`src/rtl/dac_tx_pkg.sv`:
```
// Shared constants and the saturate/format helper for the HSMC DAC transmit path.
package dac_tx_pkg;

    localparam int DAC_W   = 14;
    localparam int DAC_MAX = 8191;
    localparam int DAC_MIN = -8192;
    localparam logic [DAC_W-1:0] MIDSCALE_OB = 14'h2000;

    // Callers sign-extend their sample to 32 bits, so one helper serves any DATA_W up to 32.
    function automatic logic [DAC_W-1:0] sat_fmt(input logic signed [31:0] data,
                                                 input logic               offset_bin);
        logic [DAC_W-1:0] code;
        if (data > DAC_MAX)
            code = DAC_W'(DAC_MAX);
        else if (data < DAC_MIN)
            code = DAC_W'(DAC_MIN);
        else
            code = data[DAC_W-1:0];
        if (offset_bin)
            code[DAC_W-1] = ~code[DAC_W-1];
        return code;
    endfunction

endpackage

```
`src/rtl/sync_fifo.sv`:
```
// Single-clock show-ahead FIFO with registered full/empty/fill and a registered write-ready.
module sync_fifo #(
    parameter int DATA_W     = 16,
    parameter int FIFO_DEPTH = 16
) (
    input  logic                          clk,
    input  logic                          rst,
    input  logic                          wr_en,
    input  logic [DATA_W-1:0]             wr_data,
    output logic                          wr_ready,
    input  logic                          rd_en,
    output logic [DATA_W-1:0]             rd_data,
    output logic                          empty,
    output logic [$clog2(FIFO_DEPTH):0]   fill
);

    localparam int AW = $clog2(FIFO_DEPTH);
    localparam int CW = AW + 1;

    logic [DATA_W-1:0] mem [FIFO_DEPTH];
    logic [AW-1:0]     wr_ptr;
    logic [AW-1:0]     rd_ptr;
    logic              full;
    logic              do_wr;
    logic              do_rd;
    logic [CW-1:0]     fill_nxt;

    // wr_ready is low during reset and equals !full afterwards, so a full FIFO never takes a write.
    assign do_wr   = wr_en && wr_ready && !full;
    assign do_rd   = rd_en && !empty;
    assign rd_data = mem[rd_ptr];

    always_comb begin
        fill_nxt = fill;
        if (do_wr && !do_rd)
            fill_nxt = fill + CW'(1);
        else if (do_rd && !do_wr)
            fill_nxt = fill - CW'(1);
    end

    always_ff @(posedge clk) begin
        if (rst) begin
            wr_ptr   <= '0;
            rd_ptr   <= '0;
            fill     <= '0;
            full     <= 1'b0;
            empty    <= 1'b1;
            wr_ready <= 1'b0;
        end else begin
            if (do_wr)
                wr_ptr <= wr_ptr + AW'(1);
            if (do_rd)
                rd_ptr <= rd_ptr + AW'(1);
            fill     <= fill_nxt;
            full     <= (fill_nxt == CW'(FIFO_DEPTH));
            empty    <= (fill_nxt == '0);
            wr_ready <= (fill_nxt != CW'(FIFO_DEPTH));
        end
    end

    always_ff @(posedge clk) begin
        if (do_wr)
            mem[wr_ptr] <= wr_data;
    end

endmodule

```
`src/rtl/hsmc_dac_tx.sv`:
```
// One HSMC DAC channel: FIFO-buffered samples released once per update period, saturated, formatted, strobed.
// Optional DAC_TX_TEST_PATTERN_EN adds a test_en input that replaces FIFO samples with a 14-bit ramp.
module hsmc_dac_tx #(
    parameter int DATA_W     = 16,
    parameter int DAC_W      = 14,
    parameter int FIFO_DEPTH = 16
) (
    input  logic                          clk,
    input  logic                          rst,
    input  logic                          en,
    input  logic [11:0]                   rate,
    input  logic                          offset_bin,
    input  logic                          clr_uflow,
`ifdef DAC_TX_TEST_PATTERN_EN
    input  logic                          test_en,
`endif
    input  logic [DATA_W-1:0]             s_data,
    input  logic                          s_valid,
    output logic                          s_ready,
    output logic [DAC_W-1:0]              dac_data,
    output logic                          dac_wrt,
    output logic [$clog2(FIFO_DEPTH):0]   fill,
    output logic                          uflow,
    output logic [15:0]                   uflow_cnt
);

    import dac_tx_pkg::*;

    logic [11:0]              cnt;
    logic [11:0]              r_eff;
    logic [11:0]              r_last;
    logic [11:0]              r_half;
    logic                     tick;
    logic                     pattern;
    logic                     pop;
    logic                     uflow_evt;
    logic                     empty;
    logic signed [DATA_W-1:0] head;

    sync_fifo #(
        .DATA_W     (DATA_W),
        .FIFO_DEPTH (FIFO_DEPTH)
    ) u_fifo (
        .clk      (clk),
        .rst      (rst),
        .wr_en    (s_valid),
        .wr_data  (s_data),
        .wr_ready (s_ready),
        .rd_en    (pop),
        .rd_data  (head),
        .empty    (empty),
        .fill     (fill)
    );

`ifdef DAC_TX_TEST_PATTERN_EN
    logic [DAC_W-1:0] ramp;
    assign pattern = test_en;
`else
    assign pattern = 1'b0;
`endif

    // Periods below 2 would leave no room for the mid-period strobe, so they clamp to 2.
    assign r_eff  = (rate < 12'd2) ? 12'd2 : rate;
    assign r_last = r_eff - 12'd1;
    assign r_half = (r_eff >> 1) - 12'd1;

    // ">=" rather than "==" so a rate cut below the current count ticks on the very next edge.
    assign tick      = en && (cnt >= r_last);
    assign pop       = tick && !empty && !pattern;
    assign uflow_evt = tick && empty && !pattern;

    always_ff @(posedge clk) begin
        if (rst) begin
            cnt       <= '0;
            dac_data  <= offset_bin ? DAC_W'(MIDSCALE_OB) : '0;
            dac_wrt   <= 1'b0;
            uflow     <= 1'b0;
            uflow_cnt <= '0;
`ifdef DAC_TX_TEST_PATTERN_EN
            ramp      <= '0;
`endif
        end else begin
            // Strobe falls with each data update and rises mid-period, centring the DAC latch edge.
            if (!en) begin
                cnt     <= '0;
                dac_wrt <= 1'b0;
            end else if (tick) begin
                cnt     <= '0;
                dac_wrt <= 1'b0;
            end else begin
                cnt <= cnt + 12'd1;
                if (cnt == r_half)
                    dac_wrt <= 1'b1;
            end

            if (pop)
                dac_data <= DAC_W'(sat_fmt(32'(head), offset_bin));
`ifdef DAC_TX_TEST_PATTERN_EN
            if (tick && test_en) begin
                ramp     <= ramp + DAC_W'(1);
                dac_data <= ramp + DAC_W'(1);
            end
`endif

            // A clear coinciding with an underflow tick wins; that underflow is not recorded.
            if (clr_uflow) begin
                uflow     <= 1'b0;
                uflow_cnt <= '0;
            end else if (uflow_evt) begin
                uflow <= 1'b1;
                if (uflow_cnt != 16'hFFFF)
                    uflow_cnt <= uflow_cnt + 16'd1;
            end
        end
    end

endmodule

```
`config.mk`:
```
export PLATFORM = sky130hd
export DESIGN_NAME = hsmc_dac_tx
export DESIGN_NICKNAME = d
export VERILOG_FILES = /design/src/rtl/dac_tx_pkg.sv /design/src/rtl/sync_fifo.sv /design/src/rtl/hsmc_dac_tx.sv
export SDC_FILE = /design/constraint.sdc
export NUM_CORES = 1
export LEC_CHECK = 0
export BUFFER_PORTS_ARGS = -buffer_cell sky130_fd_sc_hd__buf_2
export CAP_MARGIN = 20
export CORE_ASPECT_RATIO = 1.5
export CORE_MARGIN = 3
export CORE_UTILIZATION = 60
export CTS_CLUSTER_DIAMETER = 150
export CTS_CLUSTER_SIZE = 24
export DETAILED_ROUTE_END_ITERATION = 7
export PLACE_DENSITY = 0.86
export SLEW_MARGIN = 0
export SYNTH_ARGS = -nofsm -noshare
export SYNTH_HDL_FRONTEND = slang
export SYNTH_SLANG_ARGS = --single-unit
export TNS_END_PERCENT = 1
```
`constraint.sdc`:
```
create_clock -name clk -period 13.2 [get_ports clk]
set_input_delay 1.98 -clock clk [delete_from_list [all_inputs] [get_ports clk]]
set_output_delay 1.98 -clock clk [all_outputs]
set_load 0.03 [all_outputs]
```
==> impl_metrics.ini <==
[routing]
vias = 7751
dr.pass1.iters = 5
routed_via_density = 6.61
antenna_left = 0
drc = 0
wl_per_cell_microns = 25.7
drt_iter0_drc = 746
drt-total-wl_microns = 30100

[place]
port_buffers = 71
hpwl_microns = 18200
gp_congestion = 0.857

[timing]
drv_slew = 0
worst_slew_pin_slew_ns = 1.22
setup_violations = 0
post-route-period-util_pct = 47.1
fin_tns_setup_ns = 0
slew_headroom_pct = 19.0
hold_viol_final = 0
timing.hold.ws_ns = 0.484
finalCriticalPeriod_ns = 6.22
max_freq_mhz = 161
rsz0062_at_grt = no
finClkSkew_ns = 0.0392

[logic_synthesis]
synth.avg_cell_area_sq_um = 16.5
ys.warnings.count = 0
syn_area_sq_um = 13600
syn_inst = 823
synthArstFlopShare_pct = 0
synth.distinct_cells = 68
synth_edf_count = 270
yosys_register_bits = 320
ys.flop_type = edfxtp_1
ys_seq_area_share_pct = 66.9
syn_nets = 881

[pwr]
peakVddDrop_v = 0.000125
power_density_nw_per_um2 = 118
p_leak_nw = 4.91

[cts]
h-tree-depth = 1
cts_tree = built
clk_pin_slew_worst_paths_ns = 0.10
clockBufferDepth = 3
clock_tree.root_cell = clkbuf_16
cts_hold_buf = 0
clk_latency_ns = 0.52
post_cts_resized = 0
numCtsBuffers = 17
cts_num_sinks = 320
postCtsSetupRepairBufs = 0

[cells_and_area]
ff_latch_area_sq_um = 9110
nets = 948
final_common_cell = edfxtp_1
drive_gt1_share_pct = 22.6
final_cell_mix = 270 x edfxtp_1, 78 x mux4_2, 71 x buf_2
n_fill_cell = 1387
multi_input_area_sq_um = 4260
diodes = 0
area_growth_pct = 9.36
final_core_util_pct = 67.7

[floorplanning]
top_level_ports = 72
core_sq_um = 22000
die_x_microns = 129
die-height_microns = 190
initial_core_util_pct = 61.9
row_count = 66
die_area_sq_um = 24600

[setup_path]
crit_path_top_delay_cell = or4b_1
path_max_fanout = 14
crit_type = in2reg
arrival_ns = 6.36
crit_path_start_kind = input pin
critPathMaxStageDelay_ns = 0.63
end_kind = flip-flop
worstPathCellList = buf_2 -> nor4_1 -> a31oi_1 -> ha_1 -> nor3b_2 -> nand2_1 -> nor4b_1 -> xnor2_1 -> ha_1 -> nand4_2 -> a211o_1 -> or4b_1 -> and2_1 -> nand2_1
required_ns = 13.33

[grt]
grt_first_pass_wirelength_microns = 45500
grt_max_degree = 65
grt_antenna_before_repair = 0
grt.overflow.total = 0
grt.total_usage_pct = 24.8
grt_pass1_vias = 7666

[outcome]
outcome = complete, no violations

[job]
drv_cap = 0

[worst_hold_path]
min_path_type = reg2reg
[layout make-up]
class,instances,area share [%]
repair buffers,89,4.22
well taps,272,2.29
clock inverters,2,0.168
inverters,12,0.303
multi-input cells,450,28.6
clock buffers,28,3.14
flip-flops and latches,320,61.3
[registers in the layout, indices dropped and copies added, names as in the netlist, named ones only]
register / cells
u_fifo.empty: 1
dac_data: 14
u_fifo.full: 1
uflow_cnt: 16
uflow: 1
dac_wrt: 1
cnt: 12
u_fifo.mem: 256
u_fifo.wr_ready: 1
u_fifo.rd_ptr: 4
u_fifo.fill: 5
u_fifo.wr_ptr: 4
[stage by stage]
stage	total power, W	instance area (sq um)	setup slack [ns]	instances
final	0.00175	14900	6.98	1173
after global routing	0.00181	14900	6.66	1173
after CTS	0.00176	14700	6.98	1165
after detailed placement	0.00122	14200	6.49	1135
after global placement	0.00122	14200	6.57	1133
after floorplan	0.00118	13600	7.14	823
[power breakdown]
group / switching, W / total (W) / leakage, nW / internal, W
Sequential: 0.00000574 / 0.00111 / 2.85 / 0.00110
Combinational: 0.0000591 / 0.0000898 / 1.82 / 0.0000307
Clock: 0.000301 / 0.000550 / 0.234 / 0.000249
[cells in the mapped netlist (all sizes together), types with 11 or more instances]
cell	count	share of area (%)
nand2	44	1.2
nor3	13	0.56
mux4	78	13
buf	16	0.72
dfxtp	50	7.4
ha	24	2.2
clkbuf	25	0.69
a21oi	21	0.80
xnor2	20	1.3
nor2	39	1.1
and2	22	1.0
nor4	11	0.55
edfxtp	270	60
inv	12	0.33
nand3	21	0.77
xor2	20	1.3
a21o	15	0.83
[logic make-up after synthesis]
kind of cell	synth area share [%]
muxes	13.4
buffers and inverters	1.74
AOI/OAI and AO/OA	4.61
DFF	66.9
xor gates and xnor gates	2.57
and+or+nand+nor	8.41
adders and majority gates	2.28
[worst max-delay path, delay by kind of cell]
family / cells / cell delay (ns)
XOR/XNOR: 1 / 0.12
adder cells (fa/ha/maj): 2 / 0.60
AND/OR/NAND/NOR: 8 / 2.80
buffers and inverters: 1 / 0.19
AO/OA/AOI/OAI: 2 / 0.65
[worst paths after layout]
path	startpoint	endpoint	slack, ns	cells after the start
max reg2reg	flip-flop	dac_data[0]	9.56	5
min reg2reg	dac_wrt	dac_wrt	0.48	1
max	rate[5]	dac_data[0]	6.98	14
min	dac_wrt	dac_wrt	0.48	1
[layer usage]
| layer | routed length [microns] | track usage (%) | up-vias | share of wire [%] |
|---|---|---|---|---|
| met5 | 0 | 0 | - | 0 |
| met4 | 1200 | 8.65 | 0 | 4.0 |
| met3 | 2240 | 3.00 | 83 | 7.4 |
| met2 | 16200 | 44.6 | 380 | 54 |
| met1 | 10500 | 30.9 | 3903 | 35 |
| li1 | - | - | 3385 | - |
Note: power is estimated with default switching activity, not from simulation.
